`config.mk`:
```
export PLATFORM = sky130hd
export DESIGN_NAME = atm_dispense_arbiter
export DESIGN_NICKNAME = d
export VERILOG_FILES = /design/src/rtl/atm_dispense_arbiter.sv
export SDC_FILE = /design/constraint.sdc
export NUM_CORES = 1
export LEC_CHECK = 0
export BUFFER_PORTS_ARGS = -buffer_cell sky130_fd_sc_hd__buf_2
export CELL_PAD_IN_SITES_DETAIL_PLACEMENT = 2
export CELL_PAD_IN_SITES_GLOBAL_PLACEMENT = 2
export CORE_MARGIN = 2
export CORE_UTILIZATION = 28
export DETAILED_ROUTE_END_ITERATION = 6
export PLACE_DENSITY_LB_ADDON = 0.12
export SLEW_MARGIN = 0
export SYNTH_ARGS = -nofsm -noshare
export SYNTH_HDL_FRONTEND = slang
export SYNTH_SLANG_ARGS = --single-unit
```
`constraint.sdc`:
```
create_clock -name clk -period 3.45 [get_ports clk]
set_clock_uncertainty 0.15 [all_clocks]
set_input_delay 0.345 -clock clk [delete_from_list [all_inputs] [get_ports clk]]
set_output_delay 0.345 -clock clk [all_outputs]
set_load 0.01 [all_outputs]
```
`src/rtl/atm_dispense_arbiter.sv`:
```
// Round-robin arbiter sharing one note dispenser among N_REQ ATM sessions.
// Checks each withdrawal against the vault inventory, then pulses one note per cycle.
module atm_dispense_arbiter #(
  parameter int N_REQ      = 4,
  parameter int AMT_W      = 6,
  parameter int VAULT_W    = 12,
  parameter int INIT_NOTES = 1000,
  parameter int MAX_NOTES  = 40
) (
  input  logic                     clk,
  input  logic                     rst,
  input  logic [N_REQ-1:0]         req,
  input  logic [N_REQ*AMT_W-1:0]   amount,
  input  logic                     refill_valid,
  input  logic [VAULT_W-1:0]       refill_notes,
  output logic [N_REQ-1:0]         grant,
  output logic                     note_pulse,
  output logic                     done,
  output logic                     reject,
  output logic                     busy,
  output logic [VAULT_W-1:0]       vault_count
);

  localparam int          PW    = $clog2(N_REQ);
  localparam logic [31:0] MAX_U = MAX_NOTES;

  typedef enum logic [2:0] {IDLE, CHECK, DISPENSE, DONE, REJECT} state_e;

  state_e               state_q, state_d;
  logic [N_REQ-1:0]     grant_q, grant_d;
  logic [AMT_W-1:0]     rem_q, rem_d;
  logic [VAULT_W-1:0]   vault_q, vault_d;
  logic [PW-1:0]        rr_ptr_q, rr_ptr_d;
  logic [PW-1:0]        idx_q, idx_d;

  logic [PW-1:0]        win;
  logic                 win_vld;
  int                   cand;
  logic                 chk_fail;
  logic [VAULT_W:0]     vsum;

  // Scan from the highest offset down so the lowest offset from rr_ptr wins.
  always_comb begin
    win     = '0;
    win_vld = 1'b0;
    cand    = 0;
    for (int off = N_REQ - 1; off >= 0; off--) begin
      cand = (int'(rr_ptr_q) + off) % N_REQ;
      if (req[cand[PW-1:0]]) begin
        win     = cand[PW-1:0];
        win_vld = 1'b1;
      end
    end
  end

  // Uses the pre-refill inventory; rem is bounded by it so DISPENSE cannot underflow.
  always_comb begin
    chk_fail = (rem_q == '0) ||
               (32'(rem_q) > MAX_U) ||
               (32'(rem_q) > 32'(vault_q));
  end

  // Refill and dispense decrement combine in one saturating update.
  always_comb begin
    vsum = {1'b0, vault_q}
         + (refill_valid ? {1'b0, refill_notes} : '0)
         - ((state_q == DISPENSE) ? (VAULT_W+1)'(1) : '0);
    vault_d = vsum[VAULT_W] ? '1 : vsum[VAULT_W-1:0];
  end

  always_comb begin
    state_d  = state_q;
    grant_d  = grant_q;
    rem_d    = rem_q;
    rr_ptr_d = rr_ptr_q;
    idx_d    = idx_q;
    case (state_q)
      IDLE: begin
        if (win_vld) begin
          grant_d = N_REQ'(1) << win;
          idx_d   = win;
          rem_d   = amount[int'(win)*AMT_W +: AMT_W];
          state_d = CHECK;
        end
      end
      CHECK: begin
        state_d = chk_fail ? REJECT : DISPENSE;
      end
      DISPENSE: begin
        rem_d = rem_q - 1'b1;
        if (rem_q == AMT_W'(1)) state_d = DONE;
      end
      DONE, REJECT: begin
        rr_ptr_d = (idx_q == PW'(N_REQ - 1)) ? '0 : idx_q + 1'b1;
        grant_d  = '0;
        state_d  = IDLE;
      end
      default: begin
        grant_d = '0;
        state_d = IDLE;
      end
    endcase
  end

  always_ff @(posedge clk or posedge rst) begin
    if (rst) begin
      state_q  <= IDLE;
      grant_q  <= '0;
      rem_q    <= '0;
      vault_q  <= VAULT_W'(INIT_NOTES);
      rr_ptr_q <= '0;
      idx_q    <= '0;
    end else begin
      state_q  <= state_d;
      grant_q  <= grant_d;
      rem_q    <= rem_d;
      vault_q  <= vault_d;
      rr_ptr_q <= rr_ptr_d;
      idx_q    <= idx_d;
    end
  end

  assign grant       = grant_q;
  assign note_pulse  = (state_q == DISPENSE);
  assign done        = (state_q == DONE);
  assign reject      = (state_q == REJECT);
  assign busy        = (state_q != IDLE);
  assign vault_count = vault_q;

endmodule

```
==> flow_summary.json, run 1 <==
{
  "syn_avg_cell_area_um2": 8.46,
  "yosys_warnings": 0,
  "drt_iter0_drc": 41,
  "gp_congestion": 0.782,
  "synthSimpleGateAreaFrac_pct": 16.3,
  "routedWlPerCell_um": 16.5,
  "fin_cells": 482,
  "diodes": 0,
  "drive_above_1_share_pct": 27.8,
  "p_leak_uw": 0.00162,
  "arrival_ps": 3270,
  "dp_hpwl_um": 6620,
  "cp-start-kind": "register",
  "core-area_um2": 8720,
  "path_clk_slew_ps": 70,
  "seqPwrFrac_pct": 20.8,
  "powerDensity_nw_per_um2": 1010,
  "cp-end-kind": "register",
  "area_growth_pct": 25.0,
  "vdd_ir_drop_max_mv": 0.299,
  "multi_input_area_um2": 1610,
  "status": "completed",
  "synth_async_sr_flop_share_pct": 100,
  "synth_seq_cells": 29,
  "clock_power_share_pct": 12.0,
  "drcViolationCount": 0,
  "cell_internal_pwr_uw": 1700,
  "clkLatencyLatePin_ps": 280,
  "hp-start": "amount[15]",
  "r2r_start": "state_q[0]",
  "nNetsFinal": 451,
  "p_switching_uw": 1480,
  "timing.final.crit_share_pct": 93.0,
  "period_minus_slack_ps": 3210,
  "die-area_um2": 9810,
  "cts-htree-levels": 2,
  "synth_edf_count": 0,
  "grt_first_pass_wirelength_um": 13300,
  "clockBufferDepth": 2,
  "synth_top_family_by_area": "compound AO/OA/AOI/OAI gates",
  "syn-num-nets": 377,
  "start_util_pct": 29.0,
  "synth_area_um2": 2530,
  "vias": 2465,
  "layout_common_cells": "buf_2, inv_1, ha_1",
  "wirelength_um": 7950,
  "antenna_found_initial": 0,
  "final_common_cell": "buf_2",
  "drtPass1Iterations": 4,
  "cts-root-buf": "clkbuf_8",
  "swShare_pct": 46.6,
  "worstMarginPinSlew_ps": 1030,
  "finalHoldViolCount": 0,
  "dp.cells": 473,
  "synth_mux_area_share_pct": 5.74,
  "critical_path_class": "register to register",
  "slew_headroom_pct": 30.7,
  "worstPathRequired_ps": 3510,
  "maxCapViolCount": 0,
  "rows": 34,
  "synth-compound-area-share_pct": 21.8,
  "fillers": 1026,
  "startpoint": "state_q[0]",
  "grt_overflow": 0,
  "grt_use_total_pct": 16.7,
  "grt_start_max_net_pins": 14,
  "viasPerCell": 5.11,
  "port_buffers": 62,
  "pwr-share-comb_pct": 67.2,
  "fmax_mhz": 312,
  "syn_inst": 299,
  "hold_path_class": "input pin to register",
  "synth_ff_type": "dfrtp_1",
  "die_w_um": 99.1,
  "ant_nets": 0,
  "die_y_um": 99.1,
  "cts_buffers": 5,
  "fin_hold_ws_ps": 212,
  "synth_cell_types": 51,
  "seq_area_frac_synth_pct": 29.0,
  "seqCellArea_um2": 733,
  "cts_tree": "yes",
  "grt_pass1_vias": 2710,
  "setup_violations": 0,
  "io_pins": 63,
  "synthXorXnorAreaFrac_pct": 1.73,
  "synth-adder-area-share_pct": 17.6,
  "slew_viol_final": 0,
  "critPathMaxFanout": 8,
  "clock_sinks": 29
}
## final timing paths
path                                  end  slack (ps)  depth (start not counted)
min in group asynchronous     rr_ptr_q[0]         430                          3
max in group asynchronous  vault_count[5]        2140                          4
hold / removal                   rem_q[3]         210                          3
setup / recovery           vault_count[3]         240                         14
hold reg to reg                  grant[2]         340                          2
setup reg to reg           vault_count[3]         240                         14
## power groups by stage
stage          combinational [uW]  sequential (uW)  clock (uW)
6_report                     2140              661         382
5_1_grt                      2450              694         405
4_1_cts                      2150              669         393
3_5_place_dp                 2140              674           0
3_3_place_gp                 2080              666           0
2_1_floorplan                1460              667           0
## cells in the mapped netlist (2+ instances only)
| cell type | count | area share [%] |
|---|---|---|
| a221o_1 | 2 | 0.79 |
| a211oi_1 | 4 | 1.2 |
| ha_1 | 34 | 17 |
| and4_1 | 2 | 0.69 |
| xor2_1 | 2 | 0.69 |
| nand2_1 | 32 | 4.7 |
| clkbuf_1 | 4 | 0.59 |
| nor2_1 | 23 | 3.4 |
| a21oi_1 | 12 | 2.4 |
| mux2i_1 | 4 | 1.6 |
| a31o_2 | 2 | 0.69 |
| o21a_1 | 7 | 2.1 |
| o211ai_1 | 2 | 0.59 |
| a211oi_2 | 2 | 0.99 |
| dfrtp_1 | 23 | 23 |
| xnor2_1 | 3 | 1.0 |
| o21ai_0 | 19 | 3.8 |
| mux2_2 | 5 | 2.2 |
| nor3_1 | 6 | 1.2 |
| and3_1 | 2 | 0.49 |
| inv_1 | 45 | 6.7 |
| a21o_1 | 7 | 2.1 |
| or2_2 | 4 | 0.99 |
| nand2b_1 | 6 | 1.5 |
| o22ai_1 | 2 | 0.49 |
| o21bai_1 | 3 | 0.89 |
| dfstp_2 | 6 | 6.2 |
| nand3_1 | 2 | 0.40 |
| buf_2 | 3 | 0.59 |
| nor4_1 | 5 | 1.2 |
| nor3b_1 | 2 | 0.59 |
| o221ai_1 | 5 | 1.7 |
## worst max-delay path, stage by stage, from the launching register on
cell	delay [ps]
dfrtp_1	340
nor2_1	50
nand2_1	90
inv_1	70
ha_1	270
inv_1	40
ha_1	210
fa_2	390
a211oi_2	280
o21bai_1	170
a211oi_2	260
nor2_1	130
a311oi_2	360
buf_4	220
o21bai_1	120
## per-stage QoR
stage / area (um2) / util, % / setup TNS [ps] / worst slack (ps) / total power [uW]
4_1_cts: 3150 / 36.2 / 0 / 71.4 / 3220
3_3_place_gp: 3030 / 34.7 / 0 / 221 / 2740
6_report: 3160 / 36.3 / 0 / 242 / 3180
3_5_place_dp: 3030 / 34.7 / 0 / 81.2 / 2820
2_1_floorplan: 2530 / - / 0 / 181 / 2130
5_1_grt: 3160 / 36.3 / -28.7 / -19.2 / 3540
## flip-flops by register name (all words and copies together), names as in the netlist
signal	cells
idx_q	2
grant	4
vault_count	12
rr_ptr_q	2
state_q	3
rem_q	6
## metal layers
metal,routed length [um],vias to the layer above,global-route usage (%),share of wire [%]
met5,0,-,0,0
met4,86,0,4.11,1.1
met3,230,4,2.34,2.9
met2,3750,37,27.8,47
met1,3880,1217,22.8,49
li1,-,1207,-,-
## layout make-up
class	instances	area share [%]
clock buffers	7	2.73
repair buffers	74	12.7
flip-flops and latches	29	23.2
inverters	45	5.34
multi-input cells	218	50.8
well taps	108	4.27
clock inverters	1	0.949
## logic make-up (layout without fill, tap and decap cells)
kind of cell	Yosys count	count (layout)
XOR/XNOR	5	5
AO/OA/AOI/OAI	79	79
multiplexers	11	11
adder cells (fa/ha/maj)	35	35
flip-flops	29	29
buffers and inverters	52	127
AND/OR/NAND/NOR	88	88
## repair_timing
| item | CTS | global route |
|---|---|---|
| gates resized for setup | 0 | 2 |
| hold buffers | 1 | 0 |
| buffers inserted | 0 | 0 |
| setup endpoints to repair | 0 | 11 |
| hold endpoints to repair | 8 | 0 |
Power figures use the tool's default switching activity.
==> run 2, diff against run 1 <==
--- a/config.mk
+++ b/config.mk
@@ -5,11 +5,13 @@
 export SDC_FILE = /design/constraint.sdc
 export NUM_CORES = 1
 export LEC_CHECK = 0
+export ABC_AREA = 1
 export BUFFER_PORTS_ARGS = -buffer_cell sky130_fd_sc_hd__buf_2
 export CELL_PAD_IN_SITES_DETAIL_PLACEMENT = 2
 export CELL_PAD_IN_SITES_GLOBAL_PLACEMENT = 2
 export CORE_MARGIN = 2
 export CORE_UTILIZATION = 28
+export CTS_BUF_LIST = sky130_fd_sc_hd__clkbuf_8
 export DETAILED_ROUTE_END_ITERATION = 6
 export PLACE_DENSITY_LB_ADDON = 0.12
 export SLEW_MARGIN = 0
==> flow_summary.json, run 2 <==
{
  "cts_setup_buffers": 0,
  "critical_path.cell_chain": "nor2_1 -> nand2_1 -> inv_1 -> ha_1 -> inv_1 -> ha_1 -> fa_1 -> nand3_1 -> nand2_1 -> a31oi_1 -> o21ai_0 -> a21oi_1 -> xor2_1 -> nand2_1",
  "cts-root-buf": "clkbuf_8",
  "dp_hpwl_um": 7060,
  "synth_area_um2": 2790,
  "syn-num-nets": 455,
  "yosysTopAreaCell": "dfrtp_1",
  "grt_overflow": 0,
  "rows": 36,
  "p_leak_uw": 0.00186,
  "grt_use_total_pct": 16.1,
  "gp_congestion": 0.781,
  "syn_inst": 377,
  "area_growth_pct": 19.1,
  "cts_buffers": 5,
  "cp-start-kind": "register",
  "cts-htree-levels": 2,
  "yosys_warnings": 0,
  "critical_path_class": "register to register",
  "synth_seq_cells": 29,
  "slew_viol_final": 0,
  "maxCapViolCount": 0,
  "cts_hold_buf": 0,
  "syn_avg_cell_area_um2": 7.39,
  "grt_first_pass_wirelength_um": 14100,
  "critPathMaxFanout": 7,
  "port_buffers": 62,
  "ant_nets": 0,
  "slew_headroom_pct": 32.8,
  "cts_tree": "yes",
  "synth_async_sr_flop_share_pct": 100,
  "grt_start_max_net_pins": 26,
  "grt_pass1_vias": 2962,
  "antenna_found_initial": 0,
  "routedWlPerCell_um": 14.1,
  "clock_sinks": 29,
  "fillers": 1223,
  "fin_tns_setup_ps": 0,
  "arrival_ps": 3040,
  "die-area_um2": 10800,
  "timing.final.crit_share_pct": 87.5,
  "nNetsFinal": 522,
  "drive_above_1_share_pct": 27.4,
  "powerDensity_nw_per_um2": 1080,
  "fin_util_pct": 34.1,
  "core-area_um2": 9730,
  "rsz0062_at_grt": "no",
  "synth_common_cells": "nand2_1, inv_1, ha_1",
  "yosysTopAreaCellShare_pct": 20.7,
  "io_pins": 63,
  "clockBufferDepth": 2,
  "layout_common_cells": "nand2_1, inv_1, buf_2",
  "synth_area_leaders": "dfrtp_1, ha_1, nand2_1",
  "drtPass1Iterations": 4,
  "worstPathRequired_ps": 3470,
  "cp.depth": 14,
  "synth_ff_type": "dfrtp_1",
  "start_util_pct": 28.6,
  "path_delay_family": "adder cells",
  "crit_path_frequent_cell": "nand2_1",
  "worstMarginPinSlew_ps": 1010,
  "path_clk_slew_ps": 70,
  "period_minus_slack_ps": 3020,
  "cts_resized": 0,
  "status": "completed",
  "die_w_um": 104,
  "clkLatencyLatePin_ps": 290,
  "synth_edf_count": 0,
  "cp_slowest_cell": "dfrtp_1",
  "largest_register_ffs": 12,
  "cp_num_buf_inv": 2,
  "vias": 2690,
  "wirelength_um": 8180,
  "cpPeakStageDelay_ps": 410,
  "viasPerCell": 4.65,
  "drt_iter0_drc": 44,
  "finalHoldViolCount": 0,
  "vdd_ir_drop_max_mv": 0.342,
  "diodes": 0,
  "seq_area_frac_synth_pct": 26.3,
  "hold_path_class": "input pin to asynchronous set/reset pin",
  "synth_cell_types": 36,
  "setup_violations": 0,
  "reg2reg_depth": 14,
  "final_common_cell": "nand2_1",
  "synth_most_common_cell": "nand2_1",
  "cp-end-kind": "register",
  "fmax_mhz": 331,
  "drcViolationCount": 0,
  "die_y_um": 104
}
==> run 2: where the power goes <==
part	switching (uW)	internal, uW	leakage, uW	total (uW)
registers	147	525	0.000339	672
logic	1630	986	0.00147	2620
clock network	147	137	0.0000491	283
==> run 2: metrics by stage <==
step	setup WS [ps]	power (uW)	area (um2)	std cells	hold slack (ps)
after floorplan	753	2680	2790	377	269
after global placement	580	3290	3240	570	321
after detailed placement	427	3370	3240	570	330
after CTS	390	3670	3320	578	169
after global routing	113	4030	3320	578	207
final	430	3570	3320	578	134
==> run 2: worst paths after layout <==
| check | to | start | slack [ps] |
|---|---|---|---|
| max | vault_count[10] | state_q[0] | 430 |
| max reg2reg | vault_count[10] | state_q[0] | 430 |
| min | vault_count[2] | rst | 130 |
| min reg2reg | grant[2] | grant[2] | 340 |
| max in group asynchronous | vault_count[9] | rst | 2260 |
| min in group clk | rem_q[3] | amount[21] | 240 |
==> run 2: cell families (layout without fill, tap and decap cells) <==
family | Yosys count | after routing | share of synthesized area, %
DFF | 29 | 29 | 26.3
adders and majority gates | 35 | 35 | 16.0
and+or+nand+nor | 184 | 184 | 32.3
AOI/OAI and AO/OA | 44 | 44 | 10.5
xor gates and xnor gates | 12 | 12 | 3.77
buffers and inverters | 73 | 141 | 11.1
==> run 2: worst register-to-register path, cell delays in order (launching register included) <==
cell and delay (ps):
dfrtp_1 410, nor2_1 190, nand2_1 90, inv_1 200
ha_1 170, inv_1 40, ha_1 200, fa_1 410
nand3_1 100, nand2_1 100, a31oi_1 230, o21ai_0 190
a21oi_1 200, xor2_1 160, nand2_1 60
==> run 2: layer usage <==
metal	track usage [%]	share of wire (%)	vias up
met3	3.08	2.7	8
li1	-	-	1346
met1	18.6	44	1291
met4	3.86	1.2	0
met5	0	0	-
met2	30.4	52	45
==> run 2: layout make-up <==
| class | count | area (um2) | share of cell area, % |
|---|---|---|---|
| Clock buffer | 5 | 68.8 | 2.07 |
| Clock inverter | 3 | 13.8 | 0.415 |
| Multi-Input combinational cell | 275 | 1740 | 52.6 |
| Timing Repair Buffer | 66 | 340 | 10.3 |
| Tap cell | 133 | 166 | 5.02 |
| Sequential cell | 29 | 733 | 22.1 |
| Inverter | 67 | 251 | 7.58 |
